**config.mk**
```make
export PLATFORM = sky130hd
export DESIGN_NAME = pc_unit
export DESIGN_NICKNAME = d
export VERILOG_FILES = /design/src/rtl/pc_pkg.sv /design/src/rtl/pc_ras.sv /design/src/rtl/pc_unit.sv
export SDC_FILE = /design/constraint.sdc
export NUM_CORES = 1
export LEC_CHECK = 0
export CORE_MARGIN = 2
export CORE_UTILIZATION = 48
export DETAILED_ROUTE_END_ITERATION = 6
export GPL_ROUTABILITY_DRIVEN = 0
export PLACE_DENSITY_LB_ADDON = 0.15
export SLEW_MARGIN = 20
export SYNTH_ARGS = -nofsm -noshare
export SYNTH_HDL_FRONTEND = slang
export SYNTH_SLANG_ARGS = --single-unit
```
**constraint.sdc**
```tcl
create_clock -name clk -period 2.1 [get_ports clk]
set_clock_uncertainty 0.15 [all_clocks]
set_input_delay 0.315 -clock clk [delete_from_list [all_inputs] [get_ports clk]]
set_output_delay 0.315 -clock clk [all_outputs]
set_load 0.05 [all_outputs]
```
**src/rtl/pc_pkg.sv**
```systemverilog
// Shared types and default parameters for the program-counter unit.
package pc_pkg;

  typedef enum logic [2:0] {
    PC_HOLD = 3'd0,
    PC_INC  = 3'd1,
    PC_LD   = 3'd2,
    PC_TRAP = 3'd3,
    PC_MRET = 3'd4
  } pc_sel_e;

  localparam int          DEF_XLEN         = 32;
  localparam logic [31:0] DEF_RESET_VECTOR = 32'h0000_0000;
  localparam int          DEF_INC          = 4;
  localparam int          DEF_RAS_DEPTH    = 4;

  function automatic logic is_aligned(input logic [1:0] lsb);
    return (lsb == 2'b00);
  endfunction

endpackage

```
**src/rtl/pc_ras.sv**
```systemverilog
// Circular return-address stack; a push when full overwrites the oldest entry.
module pc_ras
  import pc_pkg::*;
#(
  parameter int XLEN  = DEF_XLEN,
  parameter int DEPTH = DEF_RAS_DEPTH
) (
  input  logic            clk,
  input  logic            rstn,
  input  logic            push,
  input  logic            pop,
  input  logic [XLEN-1:0] push_data,
  output logic [XLEN-1:0] top,
  output logic            empty,
  output logic            full
);

  localparam int PW = $clog2(DEPTH);
  localparam int CW = PW + 1;
  localparam logic [CW-1:0] CNT_MAX  = CW'(DEPTH);
  localparam logic [CW-1:0] CNT_ZERO = {CW{1'b0}};

  logic [XLEN-1:0] mem_r [DEPTH];
  logic [PW-1:0]   ptr_r;
  logic [CW-1:0]   cnt_r;
  logic [PW-1:0]   ptr_nxt_s;
  logic [CW-1:0]   cnt_nxt_s;
  logic [PW-1:0]   wr_idx_s;
  logic            wr_en_s;

  // Pointer/occupancy update; push+pop on a non-empty stack rewrites the top in place.
  always_comb begin
    ptr_nxt_s = ptr_r;
    cnt_nxt_s = cnt_r;
    wr_idx_s  = ptr_r;
    wr_en_s   = 1'b0;
    if (push && (!pop || (cnt_r == CNT_ZERO))) begin
      ptr_nxt_s = ptr_r + PW'(1'b1);
      wr_idx_s  = ptr_r + PW'(1'b1);
      wr_en_s   = 1'b1;
      if (cnt_r != CNT_MAX) begin
        cnt_nxt_s = cnt_r + CW'(1'b1);
      end else begin
        cnt_nxt_s = cnt_r;
      end
    end else if (push && pop) begin
      wr_en_s = 1'b1;
    end else if (pop && (cnt_r != CNT_ZERO)) begin
      ptr_nxt_s = ptr_r - PW'(1'b1);
      cnt_nxt_s = cnt_r - CW'(1'b1);
    end else begin
      wr_en_s = 1'b0;
    end
  end

  // Stack storage and pointer registers.
  always_ff @(posedge clk or negedge rstn) begin
    if (!rstn) begin
      ptr_r <= {PW{1'b0}};
      cnt_r <= CNT_ZERO;
      for (int i = 0; i < DEPTH; i++) begin
        mem_r[i] <= {XLEN{1'b0}};
      end
    end else begin
      ptr_r <= ptr_nxt_s;
      cnt_r <= cnt_nxt_s;
      if (wr_en_s) begin
        mem_r[wr_idx_s] <= push_data;
      end
    end
  end

  assign empty = (cnt_r == CNT_ZERO);
  assign full  = (cnt_r == CNT_MAX);
  assign top   = empty ? {XLEN{1'b0}} : mem_r[ptr_r];

endmodule

```
**src/rtl/pc_unit.sv**
```systemverilog
// Program counter with trap/mret redirection, alignment-checked loads and a return-address stack.
module pc_unit
  import pc_pkg::*;
#(
  parameter int              XLEN         = DEF_XLEN,
  parameter logic [XLEN-1:0] RESET_VECTOR = XLEN'(DEF_RESET_VECTOR),
  parameter int              INC          = DEF_INC,
  parameter int              RAS_DEPTH    = DEF_RAS_DEPTH
) (
  input  logic            clk,
  input  logic            rstn,
  input  logic            stall,
  input  logic            inc,
  input  logic            ld,
  input  logic [XLEN-1:0] target,
  input  logic            trap,
  input  logic [XLEN-1:0] trap_vec,
  input  logic            mret,
  input  logic            ras_push,
  input  logic            ras_pop,
  output logic [XLEN-1:0] count,
  output logic [XLEN-1:0] epc,
  output logic [XLEN-1:0] ras_top,
  output logic            ras_empty,
  output logic            ras_full,
  output logic            misalign
);

  pc_sel_e         sel_s;
  logic [XLEN-1:0] count_r;
  logic [XLEN-1:0] epc_r;
  logic            misalign_r;
  logic [XLEN-1:0] count_nxt_s;
  logic [XLEN-1:0] epc_nxt_s;
  logic [XLEN-1:0] count_inc_s;
  logic            misalign_nxt_s;
  logic            ras_en_s;

  assign count_inc_s = count_r + XLEN'(INC);
  // A trapping cycle never touches the stack, even if push/pop are raised alongside.
  assign ras_en_s    = !stall && !trap;

  // Next-PC source selection: trap > mret > (stall) > ld > inc > hold.
  always_comb begin
    sel_s          = PC_HOLD;
    misalign_nxt_s = 1'b0;
    if (trap) begin
      sel_s = PC_TRAP;
    end else if (mret) begin
      sel_s = PC_MRET;
    end else if (stall) begin
      sel_s = PC_HOLD;
    end else if (ld) begin
      if (is_aligned(target[1:0])) begin
        sel_s = PC_LD;
      end else begin
        sel_s          = PC_HOLD;
        misalign_nxt_s = 1'b1;
      end
    end else if (inc) begin
      sel_s = PC_INC;
    end else begin
      sel_s = PC_HOLD;
    end
  end

  // Next-PC mux and exception-PC capture.
  always_comb begin
    count_nxt_s = count_r;
    epc_nxt_s   = epc_r;
    case (sel_s)
      PC_TRAP: count_nxt_s = trap_vec;
      PC_MRET: count_nxt_s = epc_r;
      PC_LD:   count_nxt_s = target;
      PC_INC:  count_nxt_s = count_inc_s;
      PC_HOLD: count_nxt_s = count_r;
      default: count_nxt_s = count_r;
    endcase
    if (sel_s == PC_TRAP) begin
      epc_nxt_s = count_r;
    end else begin
      epc_nxt_s = epc_r;
    end
  end

  // PC, EPC and misalign registers.
  always_ff @(posedge clk or negedge rstn) begin
    if (!rstn) begin
      count_r    <= RESET_VECTOR;
      epc_r      <= {XLEN{1'b0}};
      misalign_r <= 1'b0;
    end else begin
      count_r    <= count_nxt_s;
      epc_r      <= epc_nxt_s;
      misalign_r <= misalign_nxt_s;
    end
  end

  assign count    = count_r;
  assign epc      = epc_r;
  assign misalign = misalign_r;

  pc_ras #(
    .XLEN  (XLEN),
    .DEPTH (RAS_DEPTH)
  ) u_ras (
    .clk       (clk),
    .rstn      (rstn),
    .push      (ras_push && ras_en_s),
    .pop       (ras_pop && ras_en_s),
    .push_data (count_inc_s),
    .top       (ras_top),
    .empty     (ras_empty),
    .full      (ras_full)
  );

endmodule

```
==> results.cfg, run 1 <==
[critical_path]
cp.required_ns = 1.63
worst-path-stages = 4
cp_slowest_cell = mux4_2
crit_top_cell = buf_12
critPathKind = reg2out
critPathBufInv = 2
r2r_cells = 7
cp.arrival_ns = 1.91
path_cells = buf_12, mux4_2, nor2b_4, buf_12
critPathMaxFanout = 20
cp-start-kind = flip-flop
cp-end-kind = output pin
cp_slowest_stage_delay_ns = 0.56
crit_family = multiplexers

[power]
switching_share = 0.399
cellInternalPower_w = 0.0132
clock_power_share = 0.145
p_seq_frac = 0.279
p_leak_nw = 6.19
p_comb_frac = 0.576
power_switching_w = 0.00874
max-vdd-ir-drop_v = 0.000898
powerDensity_mw_per_mm2 = 1540

[sta]
setup_viol = 72
worst_slack_ns = -0.277
rsz0062_at_grt = true
fmax_mhz = 421
fin_crit_ns = 2.38
slew-limit-headroom = 0.492
finalCritPeriodShare = 1.13
slew_viol_final = 0
whs_ns = 0.149
worst_pin_slew_ns = 0.759
hold_viol_final = 0

[placement]
port_buffers = 171
dp.final_hpwl_um = 21000
dp.cells = 1452

[detailed_routing]
drt-pass1-iter-count = 6
drt_wl_total_um = 29700
routedWlPerCell_um = 19.8
vias = 8635
drt_iter0_drc = 678
drc = 0
avgViaCountPerCell = 5.76
postRouteAntennaNets = 0

[synth]
synth_nets = 1031
synthDistinctLibCells = 69
netlist_instances = 956
yosysMostFrequentCell = dfrtp_1
ys_async_sr_fraction = 1.00
synthTopCellsByArea = dfrtp_1 50%, mux4_2 7.3%, o21ai_0 5.1%, mux2_2 5.1%, nand2_1 4.1%
syn_area_per_cell_um2 = 10.4
synth.cell_area_mm2 = 0.00992
synth-edff-count = 0
yosysWarnings = 0
synth-main-ff-cell = dfrtp_1
yosys.area.top_type = dfrtp_1
synth_seq_area_share = 0.500
synth_top_area_share = 0.500
synth_commonest_cells = 198 x dfrtp_1, 107 x nand2_1, 102 x o21ai_0
ys_seq_elements = 198

[clocking]
cts_root_buffer = clkbuf_16
numCtsBuffers = 17
numClockSinks = 198
clock_latency_ns = 0.44
tritoncts = yes
cts.htree.levels = 4
clockBufferDepth = 2
clk_pin_slew_worst_paths_ns = 0.07

[grt]
grt_overflow_total = 0
grt_pass1_vias = 8554
antenna_found_initial = 1
grt_start_max_net_pins = 68
grt_pass1_wl_um = 47300
track_usage = 0.278

[floorplanning]
die_area_mm2 = 0.0218
rows = 52
start_util = 0.490
core_mm2 = 0.0202
ios = 172
die-height_um = 148
die_w_um = 148

[cells_and_area]
n_fill_cell = 1446
instances_no_fill = 1499
nNetsFinal = 1291
drive_gt1_frac = 0.347
syn_to_final_growth_pct = 43.6
diodes = 0

[hold_path]
min_path_type = in2reg
hold-path-cell-count = 2

[flow_run]
maxCapViolCount = 0

[run_status]
violations = setup timing
status = finished with violations
[flip-flops by register name, indices dropped and copies added (netlist names)]
register and cells:
count 32, u_ras.ptr_r 2, u_ras.cnt_r 3, epc 32
misalign 1, u_ras.mem_r 128
[metal layers]
| layer | global-route usage | vias up | part of all wire |
|---|---|---|---|
| met5 | 0 | - | 0.00044 |
| met4 | 0.0817 | 2 | 0.018 |
| met3 | 0.0546 | 45 | 0.068 |
| met2 | 0.435 | 334 | 0.48 |
| met1 | 0.398 | 4303 | 0.43 |
| li1 | - | 3951 | - |
[per-stage QoR]
stage          power (W)  setup TNS, ns  instance area [um^2]  worst slack, ns   util
6_report          0.0219          -8.79                 14200           -0.277  0.704
5_1_grt           0.0230         -23.08                 14200           -0.334  0.704
2_1_floorplan     0.0128         -0.296                 10100          -0.0788      -
4_1_cts           0.0217          -9.10                 14000           -0.292  0.693
3_5_place_dp      0.0178         -42.33                 13200           -0.374  0.652
3_3_place_gp      0.0176         -33.02                 13200           -0.358  0.652
[cells in the final DEF (no fill, tap or decap), types with 5 or more instances in the layout]
cell type and instances:
dfrtp_1 176, nor3_1 7, buf_6 7, xnor2_1 14, nand2_1 105, dfrtp_2 22, nor2_1 73, o21ai_1 21
o22ai_1 14, buf_12 46, clkbuf_16 17, clkinv_2 5, o211ai_1 7, nand3_1 12, a21oi_1 69, a32oi_1 8
dlygate4sd2_1 22, buf_4 156, nor2b_4 32, clkdlybuf4s50_1 71, o21ai_0 96, mux4_2 32, mux2_2 44, xor2_1 13
inv_1 9, nand4_1 12, dlymetal6s2s_1 12, nor4_2 6
[logic make-up (layout without fill, tap and decap cells)]
| family | count (synthesis) | in the layout | synth area share |
|---|---|---|---|
| flip-flops | 198 | 198 | 0.500 |
| buffers and inverters | 87 | 360 | 0.0376 |
| AND/OR/NAND/NOR | 300 | 300 | 0.151 |
| XOR/XNOR | 29 | 29 | 0.0256 |
| adder cells (fa/ha/maj) | 2 | 2 | 0.00328 |
| multiplexers | 79 | 79 | 0.126 |
| AO/OA/AOI/OAI | 261 | 261 | 0.157 |
[power groups by stage]
stage | registers [W] | clock network [W] | logic (W)
5_1_grt | 0.00628 | 0.00342 | 0.0133
6_report | 0.00612 | 0.00318 | 0.0126
4_1_cts | 0.00610 | 0.00323 | 0.0124
2_1_floorplan | 0.00659 | 0 | 0.00619
3_5_place_dp | 0.00617 | 0 | 0.0117
3_3_place_gp | 0.00611 | 0 | 0.0115
[area by class of cell]
cell class              instances  area [um^2]  share of cell area
well taps                     270          338              0.0237
clock inverters                14          125             0.00879
multi-input cells             671         5010               0.352
flip-flops and latches        198         4980               0.350
inverters                       9         33.8             0.00237
clock buffers                  18          439              0.0308
repair buffers                319         3310               0.232
[timing repair]
| item | 4_1_cts | 5_1_grt |
|---|---|---|
| hold buffers | 1 | 0 |
| endpoints found under the hold margin | 42 | 0 |
| gates cloned | 2 | 0 |
| setup endpoints to repair | 68 | 188 |
| buffers inserted | 8 | 4 |
| resized for setup | 57 | 55 |
| pin swaps | 3 | 5 |
[final timing paths]
path | start | to | slack (ns)
min | trap | epc[26] | 0.15
min in group asynchronous | rstn | u_ras.mem_r[8] | 0.22
max reg2reg | u_ras.cnt_r[2] | u_ras.mem_r[80] | -0.06
min reg2reg | u_ras.mem_r[9] | u_ras.mem_r[9] | 0.33
max | u_ras.ptr_r[0] | ras_top[3] | -0.28
max in group asynchronous | rstn | u_ras.mem_r[88] | 0.86
Power figures use the tool's default switching activity.
==> inputs of run 2 (changes only) <==
--- a/config.mk
+++ b/config.mk
@@ -5,8 +5,10 @@
 export SDC_FILE = /design/constraint.sdc
 export NUM_CORES = 1
 export LEC_CHECK = 0
+export CELL_PAD_IN_SITES_DETAIL_PLACEMENT = 1
+export CELL_PAD_IN_SITES_GLOBAL_PLACEMENT = 2
 export CORE_MARGIN = 2
-export CORE_UTILIZATION = 48
+export CORE_UTILIZATION = 37
 export DETAILED_ROUTE_END_ITERATION = 6
 export GPL_ROUTABILITY_DRIVEN = 0
 export PLACE_DENSITY_LB_ADDON = 0.15
==> constraint.sdc (replaced) <==
create_clock -name clk -period 2.89 [get_ports clk]
set_clock_uncertainty 0.15 [all_clocks]
set_input_delay 0.867 -clock clk [delete_from_list [all_inputs] [get_ports clk]]
set_output_delay 0.867 -clock clk [all_outputs]
set_load 0.05 [all_outputs]
==> run 2 against run 1 <==
Net effect: the flow still finishes with violations (setup timing); via count decreased by 3.2%; wire length increased by 9.1%; first-iteration DRC count decreased by 37%; core utilization decreased by 18 points; flip-flop and latch count unchanged; power decreased by 29%; clock power decreased by 19%; largest cell class is now flip-flops and latches; highest routed layer is now met4.
==> results.cfg, run 2 (synthesis results as in run 1) <==
[clocking]
cts_root_buffer = clkbuf_16
cts.htree.levels = 4
numCtsBuffers = 17
tritoncts = yes
numClockSinks = 198
hold_buffers = 0
clk_pin_slew_worst_paths_ns = 0.08
clockBufferDepth = 2
clock_latency_ns = 0.45

[critical_path]
cp-start-kind = flip-flop
cp_slowest_cell = mux4_2
cp-end-kind = output pin
cp.arrival_ns = 1.98
crit_top_cell = buf_12
rrSetupSlack_ns = 0.16
worstSetupStartpoint = u_ras.ptr_r[0]
r2r_cells = 7
critPathKind = reg2out
timing.rr.start = count[2]
cp_slowest_stage_delay_ns = 0.55
critPathBufInv = 3
r2r_end = u_ras.mem_r[90]
crit_family = multiplexers
cp.required_ns = 1.87
path_cells = buf_6, buf_12, mux4_2, nor2b_2, buf_12
critPathMaxFanout = 5

[sta]
fmax_mhz = 334
finalSetupTns_ns = -2.49
whs_ns = 0.228
slew-limit-headroom = 0.433
rsz0062_at_grt = true
setup_viol = 32
fin_crit_ns = 3.00
worst_slack_ns = -0.108
worst_pin_slew_ns = 0.843
finalCritPeriodShare = 1.04
slew_viol_final = 0
hold_viol_final = 0

[placement]
port_buffers = 171
dp.final_hpwl_um = 23300
dp.cells = 1465
dpl_worst_slack_ns = -0.237

[power]
max-vdd-ir-drop_v = 0.000555
p_seq_frac = 0.291
power_switching_w = 0.00635
switching_share = 0.408
clock_power_share = 0.164
p_comb_frac = 0.544
cellInternalPower_w = 0.00921
p_leak_nw = 5.73
powerDensity_mw_per_mm2 = 1130

[cells_and_area]
final_cell_mix = 197 x dfrtp_1, 117 x clkdlybuf4s50_1, 107 x nand2_1
largest_reg_flops = 128
regArea_mm2 = 0.00496
syn_to_final_growth_pct = 38.6
layout_commonest_cell = dfrtp_1
instances_no_fill = 1505
regMostFlops = u_ras.mem_r
n_fill_cell = 2788
nNetsFinal = 1232
drive_gt1_frac = 0.237
diodes = 0
multi_input_area_mm2 = 0.00467

[grt]
grt_pass1_vias = 8845
grt_overflow_total = 0
grt_start_max_net_pins = 52
track_usage = 0.236
antenna_found_initial = 0
grt_pass1_wl_um = 51400

[run_status]
status = finished with violations
violations = setup timing

[detailed_routing]
drt_iter0_drc = 425
drt_wl_total_um = 32400
drt-pass1-iter-count = 7
postRouteAntennaNets = 0
avgViaCountPerCell = 5.55
vias = 8355
drc = 0
routedWlPerCell_um = 21.5

[floorplanning]
core_mm2 = 0.0262
die-height_um = 168
rows = 59
ios = 172
start_util = 0.378
die_w_um = 168
die_area_mm2 = 0.0281

[flow_run]
maxCapViolCount = 0

[hold_path]
min_path_type = in2async
## run 2: how the worst max path moves through the flow
stage                            end  slack [ns]  depth (start not counted)
floorplan                ras_top[10]       0.003                          4
global placement     u_ras.mem_r[99]       -0.18                          9
detailed placement  u_ras.mem_r[118]       -0.24                         11
CTS                      ras_top[14]       -0.14                          4
global route             ras_top[14]       -0.15                          5
finish                   ras_top[14]       -0.11                          5
## run 2: power groups by stage
| stage | logic [W] | registers (W) | clock network [W] |
|---|---|---|---|
| 2_1_floorplan | 0.00437 | 0.00477 | 0 |
| 3_3_place_gp | 0.00814 | 0.00453 | 0 |
| 3_5_place_dp | 0.00825 | 0.00458 | 0 |
| 4_1_cts | 0.00828 | 0.00453 | 0.00260 |
| 5_1_grt | 0.00895 | 0.00468 | 0.00271 |
| 6_report | 0.00847 | 0.00453 | 0.00256 |
## run 2: what timing repair did
action                     in CTS  in global routing
gates cloned                    0                  4
resized for setup              10                 14
setup endpoints to repair      42                 39
buffers inserted                1                  3
## run 2: final cells by class
class | count | share of cell area
sequential | 198 | 0.361
multi-input combinational | 671 | 0.340
timing repair buffer | 260 | 0.221
clock buffer | 17 | 0.0310
tap | 335 | 0.0305
clock inverter | 15 | 0.0154
inverter | 9 | 0.00246
## run 2: metrics by stage
stage | area [um^2] | utilization | power [W]
4_1_cts | 13600 | 0.518 | 0.0154
6_report | 13700 | 0.524 | 0.0156
5_1_grt | 13700 | 0.524 | 0.0163
3_3_place_gp | 12900 | 0.494 | 0.0127
3_5_place_dp | 12900 | 0.494 | 0.0128
2_1_floorplan | 9940 | - | 0.00914
## run 2: metal layers
layer  up-vias  wire length [um]  part of all wire  global-route usage
met1      4272             15200              0.47               0.337
met4         0               418             0.013              0.0541
met2       226             15200              0.47               0.376
met5         -                 0                 0                   0
met3        24              1550             0.048              0.0440
li1       3833                 -                 -                   -
